==> config.mk <==
export PLATFORM = sky130hd
export DESIGN_NAME = pe_array_ctrl_flat
export DESIGN_NICKNAME = d
export VERILOG_FILES = /design/src/rtl/pe_array_ctrl_if.sv /design/src/rtl/pe_array_ctrl.sv /design/src/flat_wrapper.sv
export SDC_FILE = /design/constraint.sdc
export NUM_CORES = 1
export LEC_CHECK = 0
export BUFFER_PORTS_ARGS = -buffer_cell sky130_fd_sc_hd__buf_2
export CORE_MARGIN = 2
export CORE_UTILIZATION = 57
export CTS_CLUSTER_DIAMETER = 30
export DETAILED_ROUTE_END_ITERATION = 12
export PLACE_DENSITY = 0.77
export SETUP_SLACK_MARGIN = 0.05
export SKIP_CTS_REPAIR_TIMING = 1
export SLEW_MARGIN = 15
export SYNTH_ARGS = -nofsm -noshare
export SYNTH_HDL_FRONTEND = slang
export SYNTH_SLANG_ARGS = --single-unit
==> constraint.sdc <==
create_clock -name CLK -period 3 [get_ports CLK]
set_input_delay 0.3 -clock CLK [delete_from_list [all_inputs] [get_ports CLK]]
set_output_delay 0.3 -clock CLK [all_outputs]
set_load 0.02 [all_outputs]
==> src/rtl/pe_array_ctrl_if.sv <==
// Job-control and operand-buffer signals between the host, the PE array
// sequencer and the array's weight/activation buffers.
interface pe_array_ctrl_if #(
    parameter int NUM1   = 16,
    parameter int VLEN_W = 8
);
    localparam int AW = (NUM1 > 1) ? $clog2(NUM1) : 1;

    logic              start;
    logic [VLEN_W-1:0] vec_count;
    logic              busy;
    logic              done;
    logic              w_rd_en;
    logic [AW-1:0]     w_rd_addr;
    logic              W_EN;
    logic              SELECTOR;
    logic              a_rd_en;
    logic [VLEN_W-1:0] a_rd_addr;
    logic              out_valid;
    logic [VLEN_W-1:0] out_addr;

    modport master (
        output start, vec_count,
        input  busy, done, w_rd_en, w_rd_addr, W_EN, SELECTOR,
        input  a_rd_en, a_rd_addr, out_valid, out_addr
    );

    modport slave (
        input  start, vec_count,
        output busy, done, w_rd_en, w_rd_addr, W_EN, SELECTOR,
        output a_rd_en, a_rd_addr, out_valid, out_addr
    );
endinterface

==> src/rtl/pe_array_ctrl.sv <==
// Job sequencer for a weight-stationary PE array: weight load, bank swap,
// activation streaming and tracking of valid bottom-row results.
module pe_array_ctrl #(
    parameter int NUM1   = 16,
    parameter int NUM2   = 16,
    parameter int VLEN_W = 8
) (
    input  logic              CLK,
    input  logic              RESET,
    input  logic              EN,
    pe_array_ctrl_if.slave    bus
);
    localparam int AW  = (NUM1 > 1) ? $clog2(NUM1) : 1;
    localparam int WCW = $clog2(NUM1 + 1);
    localparam int LAT = NUM1 + NUM2;
    localparam int LCW = $clog2(LAT + 1);

    typedef enum logic [2:0] {
        IDLE,
        LOAD_W,
        SWAP,
        STREAM,
        DRAIN,
        DONE
    } state_t;

    state_t            state_q, state_d;
    logic [VLEN_W-1:0] vlen_q, vlen_d;
    logic [WCW-1:0]    w_cnt_q, w_cnt_d;
    logic [VLEN_W-1:0] s_cnt_q, s_cnt_d;
    logic              lat_run_q, lat_run_d;
    logic [LCW-1:0]    lat_cnt_q, lat_cnt_d;
    logic [VLEN_W-1:0] o_cnt_q, o_cnt_d;
    logic              sel_q, sel_d;

    logic w_fire;
    logic a_fire;
    logic o_fire;

    always_ff @(posedge CLK or negedge RESET) begin
        if (!RESET) begin
            state_q   <= IDLE;
            vlen_q    <= '0;
            w_cnt_q   <= '0;
            s_cnt_q   <= '0;
            lat_run_q <= 1'b0;
            lat_cnt_q <= '0;
            o_cnt_q   <= '0;
            sel_q     <= 1'b0;
        end else begin
            state_q   <= state_d;
            vlen_q    <= vlen_d;
            w_cnt_q   <= w_cnt_d;
            s_cnt_q   <= s_cnt_d;
            lat_run_q <= lat_run_d;
            lat_cnt_q <= lat_cnt_d;
            o_cnt_q   <= o_cnt_d;
            sel_q     <= sel_d;
        end
    end

    assign w_fire = EN && (state_q == LOAD_W) && (w_cnt_q != WCW'(NUM1));
    assign a_fire = EN && (state_q == STREAM);
    // Results follow the first activation read by a fixed number of enabled
    // cycles, independent of the state machine, so they may overlap STREAM.
    assign o_fire = EN && lat_run_q && (lat_cnt_q == LCW'(LAT)) && (o_cnt_q != vlen_q);

    always_comb begin
        state_d   = state_q;
        vlen_d    = vlen_q;
        w_cnt_d   = w_cnt_q;
        s_cnt_d   = s_cnt_q;
        lat_run_d = lat_run_q;
        lat_cnt_d = lat_cnt_q;
        o_cnt_d   = o_cnt_q;
        sel_d     = sel_q;

        if (a_fire && (s_cnt_q == '0)) begin
            lat_run_d = 1'b1;
            lat_cnt_d = LCW'(1);
        end else if (EN && lat_run_q && (lat_cnt_q != LCW'(LAT))) begin
            lat_cnt_d = lat_cnt_q + LCW'(1);
        end
        if (o_fire) begin
            o_cnt_d = o_cnt_q + VLEN_W'(1);
        end

        case (state_q)
            IDLE: begin
                if (EN && bus.start) begin
                    state_d   = LOAD_W;
                    vlen_d    = bus.vec_count;
                    w_cnt_d   = '0;
                    s_cnt_d   = '0;
                    lat_run_d = 1'b0;
                    lat_cnt_d = '0;
                    o_cnt_d   = '0;
                end
            end
            LOAD_W: begin
                if (EN) begin
                    if (w_cnt_q == WCW'(NUM1)) begin
                        state_d = SWAP;
                    end else begin
                        w_cnt_d = w_cnt_q + WCW'(1);
                    end
                end
            end
            SWAP: begin
                if (EN) begin
                    sel_d   = ~sel_q;
                    state_d = (vlen_q == '0) ? DONE : STREAM;
                end
            end
            STREAM: begin
                if (EN) begin
                    s_cnt_d = s_cnt_q + VLEN_W'(1);
                    if (s_cnt_q == vlen_q - VLEN_W'(1)) begin
                        state_d = DRAIN;
                    end
                end
            end
            DRAIN: begin
                if (o_fire && (o_cnt_q == vlen_q - VLEN_W'(1))) begin
                    state_d = DONE;
                end
            end
            DONE: begin
                if (EN) begin
                    state_d = IDLE;
                end
            end
            default: begin
                state_d = IDLE;
            end
        endcase
    end

    // Deepest weight row is fetched first; W_EN trails the read by the
    // one-cycle buffer latency, so it is high for load cycles 1..NUM1.
    always_comb begin
        bus.busy      = (state_q != IDLE);
        bus.done      = EN && (state_q == DONE);
        bus.w_rd_en   = w_fire;
        bus.w_rd_addr = '0;
        if ((state_q == LOAD_W) && (w_cnt_q != WCW'(NUM1))) begin
            bus.w_rd_addr = AW'(NUM1 - 1) - AW'(w_cnt_q);
        end
        bus.W_EN      = EN && (state_q == LOAD_W) && (w_cnt_q != '0);
        bus.SELECTOR  = sel_q;
        bus.a_rd_en   = a_fire;
        bus.a_rd_addr = (state_q == STREAM) ? s_cnt_q : '0;
        bus.out_valid = o_fire;
        bus.out_addr  = o_cnt_q;
    end
endmodule

==> src/flat_wrapper.sv <==
// flat-port wrapper written by rule: the top's interface ports become plain ports
module pe_array_ctrl_flat 
#(
    parameter int NUM1   = 16,
    parameter int NUM2   = 16,
    parameter int VLEN_W = 8
)
  (CLK, RESET, EN, bus_start, bus_vec_count, bus_busy, bus_done, bus_w_rd_en, bus_w_rd_addr, bus_W_EN, bus_SELECTOR, bus_a_rd_en, bus_a_rd_addr, bus_out_valid, bus_out_addr);
  pe_array_ctrl_if #(.NUM1(NUM1), .VLEN_W(VLEN_W)) bus_i ();
  input  logic CLK;
  input  logic RESET;
  input  logic EN;
  input wire logic [$bits(bus_i.start)-1:0] bus_start;
  input wire logic [$bits(bus_i.vec_count)-1:0] bus_vec_count;
  output wire logic [$bits(bus_i.busy)-1:0] bus_busy;
  output wire logic [$bits(bus_i.done)-1:0] bus_done;
  output wire logic [$bits(bus_i.w_rd_en)-1:0] bus_w_rd_en;
  output wire logic [$bits(bus_i.w_rd_addr)-1:0] bus_w_rd_addr;
  output wire logic [$bits(bus_i.W_EN)-1:0] bus_W_EN;
  output wire logic [$bits(bus_i.SELECTOR)-1:0] bus_SELECTOR;
  output wire logic [$bits(bus_i.a_rd_en)-1:0] bus_a_rd_en;
  output wire logic [$bits(bus_i.a_rd_addr)-1:0] bus_a_rd_addr;
  output wire logic [$bits(bus_i.out_valid)-1:0] bus_out_valid;
  output wire logic [$bits(bus_i.out_addr)-1:0] bus_out_addr;
  assign bus_i.start = bus_start;
  assign bus_i.vec_count = bus_vec_count;
  assign bus_busy = bus_i.busy;
  assign bus_done = bus_i.done;
  assign bus_w_rd_en = bus_i.w_rd_en;
  assign bus_w_rd_addr = bus_i.w_rd_addr;
  assign bus_W_EN = bus_i.W_EN;
  assign bus_SELECTOR = bus_i.SELECTOR;
  assign bus_a_rd_en = bus_i.a_rd_en;
  assign bus_a_rd_addr = bus_i.a_rd_addr;
  assign bus_out_valid = bus_i.out_valid;
  assign bus_out_addr = bus_i.out_addr;
  pe_array_ctrl #(.NUM1(NUM1), .NUM2(NUM2), .VLEN_W(VLEN_W)) u_core (.CLK(CLK), .RESET(RESET), .EN(EN), .bus(bus_i));
endmodule
==> impl_results.md <==
- Status: finished, final reports clean
- Final Hold Vio Count: 0
- VDD IR max: around 0.56 mV
- Min-delay worst type: input port to asynchronous set/reset pin
- Number of antenna violations at the first check in global routing: 0
- CTS tree: yes
- Final worst-path setup slack: 0.500 ns
- Ant. Diodes: 0
- Core outline area: about 4400 um^2
- Asr flop ratio synth: 1.00
- Die area: around 5200 um^2
- RSZ-0062 raised after global routing: no
- Count of pins over their slew limit: 0
- Fin area: 2930 um^2
- Clock share of power: 0.161
- Clock transition at the registers of the reported paths: about 0.080 ns
- CP Capture Type: primary output
- Pwr Total: approximately 0.0027 W
- GR Overflow Total: 0
- TritonCTS Buffers: 5
- Fill count: between 300 and 400
- Combinational power share: 0.460
- Setup CP Type: flop to primary output
- Critical Path AT: around 2.2 ns
- Synth Flop Type: dfrtp_1
- Share of cells above drive strength 1: 0.193
- Vias in the first global route: a little under 2,000
- Post-Syn Instances: 285
- Global placement routability congestion: just under 0.9
- Syn_area_per_cell: 9.26 um^2
- Top Ports: 39
- EDFF count, synth: 0
- Die Span X: about 72 um
- H-Tree Depth: 2
- Area of the multi-input gates: about 1500 um^2
- Final period utilization: 0.833
- DRC: 0
- Crit start category: flop
- GRT Total Usage: 0.226
- Die Y: roughly 72 um
- Setup violations, final: 0
- Layout area overhead: 11.1%
- Sequential Power Share: 0.379
- FMAX: 400 MHz
- Worst Path Max Fanout: 12
- Register area: 1000 um^2
- Crit-path slowest cell: dfrtp_1
- Switching share of power: 0.436
- P per Cell Area: 924 nW/um^2
- CTS Root Buffer Type: clkbuf_8
- Relative slew slack: 0.404
- Placement Rows: 24
- WL per Instance: between 10 and 15 um
- Clock sinks: 40
- Yosys top cell by area: dfrtp_1
- Syn nets: 306
- First-pass GRT wire length: roughly 9.2 mm
- TNS Setup: 0 ns
- Tmin final: 2.50 ns
- Worst path max stage delay: ~0.54 ns
- Switch Pwr: 0.00118 W
- Max Buffers Root-to-Sink: 2
- Slew @ Worst Pin: between 0.8 and 0.9 ns
- Vias per inst: 5.74
- Int Pwr: roughly 0.0015 W
- Post-Synthesis Cell Area: 2640 um^2
- Largest net degree at the start of global routing: around 40
- Buf/Inv on CP: 1
- Leading post-synthesis cells by cell area: dfrtp_1 (38%), xor2_1 (8.3%), nor2_1 (5.8%), xnor2_1 (5.6%), ha_1 (4.3%)
- Synth cell types: 54
- Family with the most delay on the worst path: flip-flops
- I/O Buffers: 38
- Placed Instance Area: about 2800 um^2
- DRT iter0 DRCs: 160
- Yosys reg bits: 40
- Vias: between 2,000 and 2,500
- TritonRoute pass-1 iters: 4
- Post-DP HPWL: just over 4 mm
- Hold WS: roughly 0.13 ns
- Clk_skew: 0.00503 ns
- Starting Density: 0.598
- Post-placement setup slack: between 0.6 and 0.7 ns
- Leakage: roughly 1.4 nW
- Max_cap viols: 0
- CP required: about 2.7 ns
- Number of synthesis warnings: 0
- Detailed Route WL: between 5 and 6 mm
- Clock Latency Late Sink: 0.29 ns
- Seq/Total Area, Yosys: 0.379
- ANT nets after route: 0
- Post-synth top area share: 0.379
- Final net count: between 300 and 400
- CP cell instances: xor2_1, or4b_1, o211a_1, buf_2
-- final timing paths --
check / slack [ns] / start / endpoint / cells after the start
min reg2reg: 0.47 / u_core.bus.SELECTOR$_DFFE_PN0P_ / u_core.bus.SELECTOR$_DFFE_PN0P_ / 1
min: 0.13 / RESET / u_core.s_cnt_q[5]$_DFFE_PN0P_ / 1
min in group CLK: 0.21 / bus_vec_count[3] / u_core.vlen_q[3]$_DFFE_PN0P_ / 3
max in group asynchronous: 2.32 / RESET / u_core.bus.out_addr[2]$_DFF_PN0_ / 1
max reg2reg: 0.64 / u_core.vlen_q[0]$_DFFE_PN0P_ / u_core.state_q[0]$_DFFE_PN0P_ / 8
max: 0.50 / u_core.vlen_q[3]$_DFFE_PN0P_ / bus_out_valid / 4
-- kinds of logic after synthesis --
kind of cell	count (synthesis)	share of synthesized area
and+or+nand+nor	117	0.242
xor gates and xnor gates	43	0.148
DFF	40	0.379
AOI/OAI and AO/OA	35	0.0967
buffers and inverters	32	0.0545
muxes	9	0.0370
adders and majority gates	9	0.0427
-- sequential cells by signal (all words and copies together), names as in the netlist --
register / flops
u_core.lat_run_q: 1
u_core.bus.out_addr: 8
u_core.vlen_q: 8
u_core.w_cnt_q: 5
u_core.state_q: 3
u_core.lat_cnt_q: 6
u_core.s_cnt_q: 8
u_core.bus.SELECTOR: 1
-- per-layer routing --
metal | GRT usage | share of wire
met5 | 0 | 0
met4 | 0.0734 | 0.014
met3 | 0.0431 | 0.040
met2 | 0.361 | 0.47
met1 | 0.313 | 0.48
-- per-stage QoR --
step                      cells   util
final                       368  0.665
after global routing        368  0.665
after CTS                   368  0.665
after detailed placement    360  0.639
after global placement      360  0.639
after floorplan             285      -
-- cell usage in the layout (no fill, tap or decap), types with 2 or more instances in the layout --
master | netlist | final
nor2_1 | 41 | 41
dfrtp_1 | 40 | 40
buf_2 | 7 | 38
xor2_1 | 25 | 25
xnor2_1 | 17 | 17
nand2_1 | 15 | 15
inv_1 | 14 | 14
nand4_1 | 12 | 12
ha_1 | 9 | 9
and3_1 | 8 | 8
o21ai_0 | 7 | 7
and2_1 | 6 | 6
a21oi_1 | 6 | 6
mux2_2 | 6 | 6
nand3_1 | 5 | 5
clkbuf_8 | 0 | 5
nor3_1 | 4 | 4
nor4_1 | 4 | 4
nor2b_1 | 4 | 4
o211ai_1 | 4 | 4
mux2i_1 | 3 | 3
nor4b_1 | 3 | 3
o211a_1 | 2 | 2
nand2b_1 | 2 | 2
a31oi_1 | 2 | 2
o221ai_1 | 2 | 2
o32ai_1 | 2 | 2
buf_4 | 0 | 2
-- power by group through the flow --
stage	combinational (W)	sequential (W)	clock (W)
detailed placement	0.00124	0.00103	0
finish	0.00125	0.00103	0.000438
global placement	0.00121	0.00102	0
CTS	0.00124	0.00102	0.000449
floorplan	0.00113	0.000869	0
global route	0.00139	0.00106	0.000472
-- synthesized netlist by cell type, types with 2 or more instances --
library cell	count
xnor2_1	17
and3_1	8
o211ai_1	4
nand2b_1	2
nand3_1	5
mux2_2	6
nor4_1	4
mux2i_1	3
a21oi_1	6
ha_1	9
buf_6	2
nand2_1	15
xor2_1	25
inv_1	14
and2_1	6
nand4_1	12
nor3_1	4
buf_1	2
buf_2	7
a31oi_1	2
dfrtp_1	40
o211a_1	2
clkbuf_1	6
o32ai_1	2
nor2_1	41
o221ai_1	2
o21ai_0	7
nor4b_1	3
nor2b_1	4
-- area by class of cell --
cell class | count | area share
sequential | 40 | 0.341
multi-input combinational | 213 | 0.510
tap | 52 | 0.0222
clock inverter | 3 | 0.0145
inverter | 15 | 0.0192
timing repair buffer | 40 | 0.0699
clock buffer | 5 | 0.0235
(Power assumes the default switching activity.)
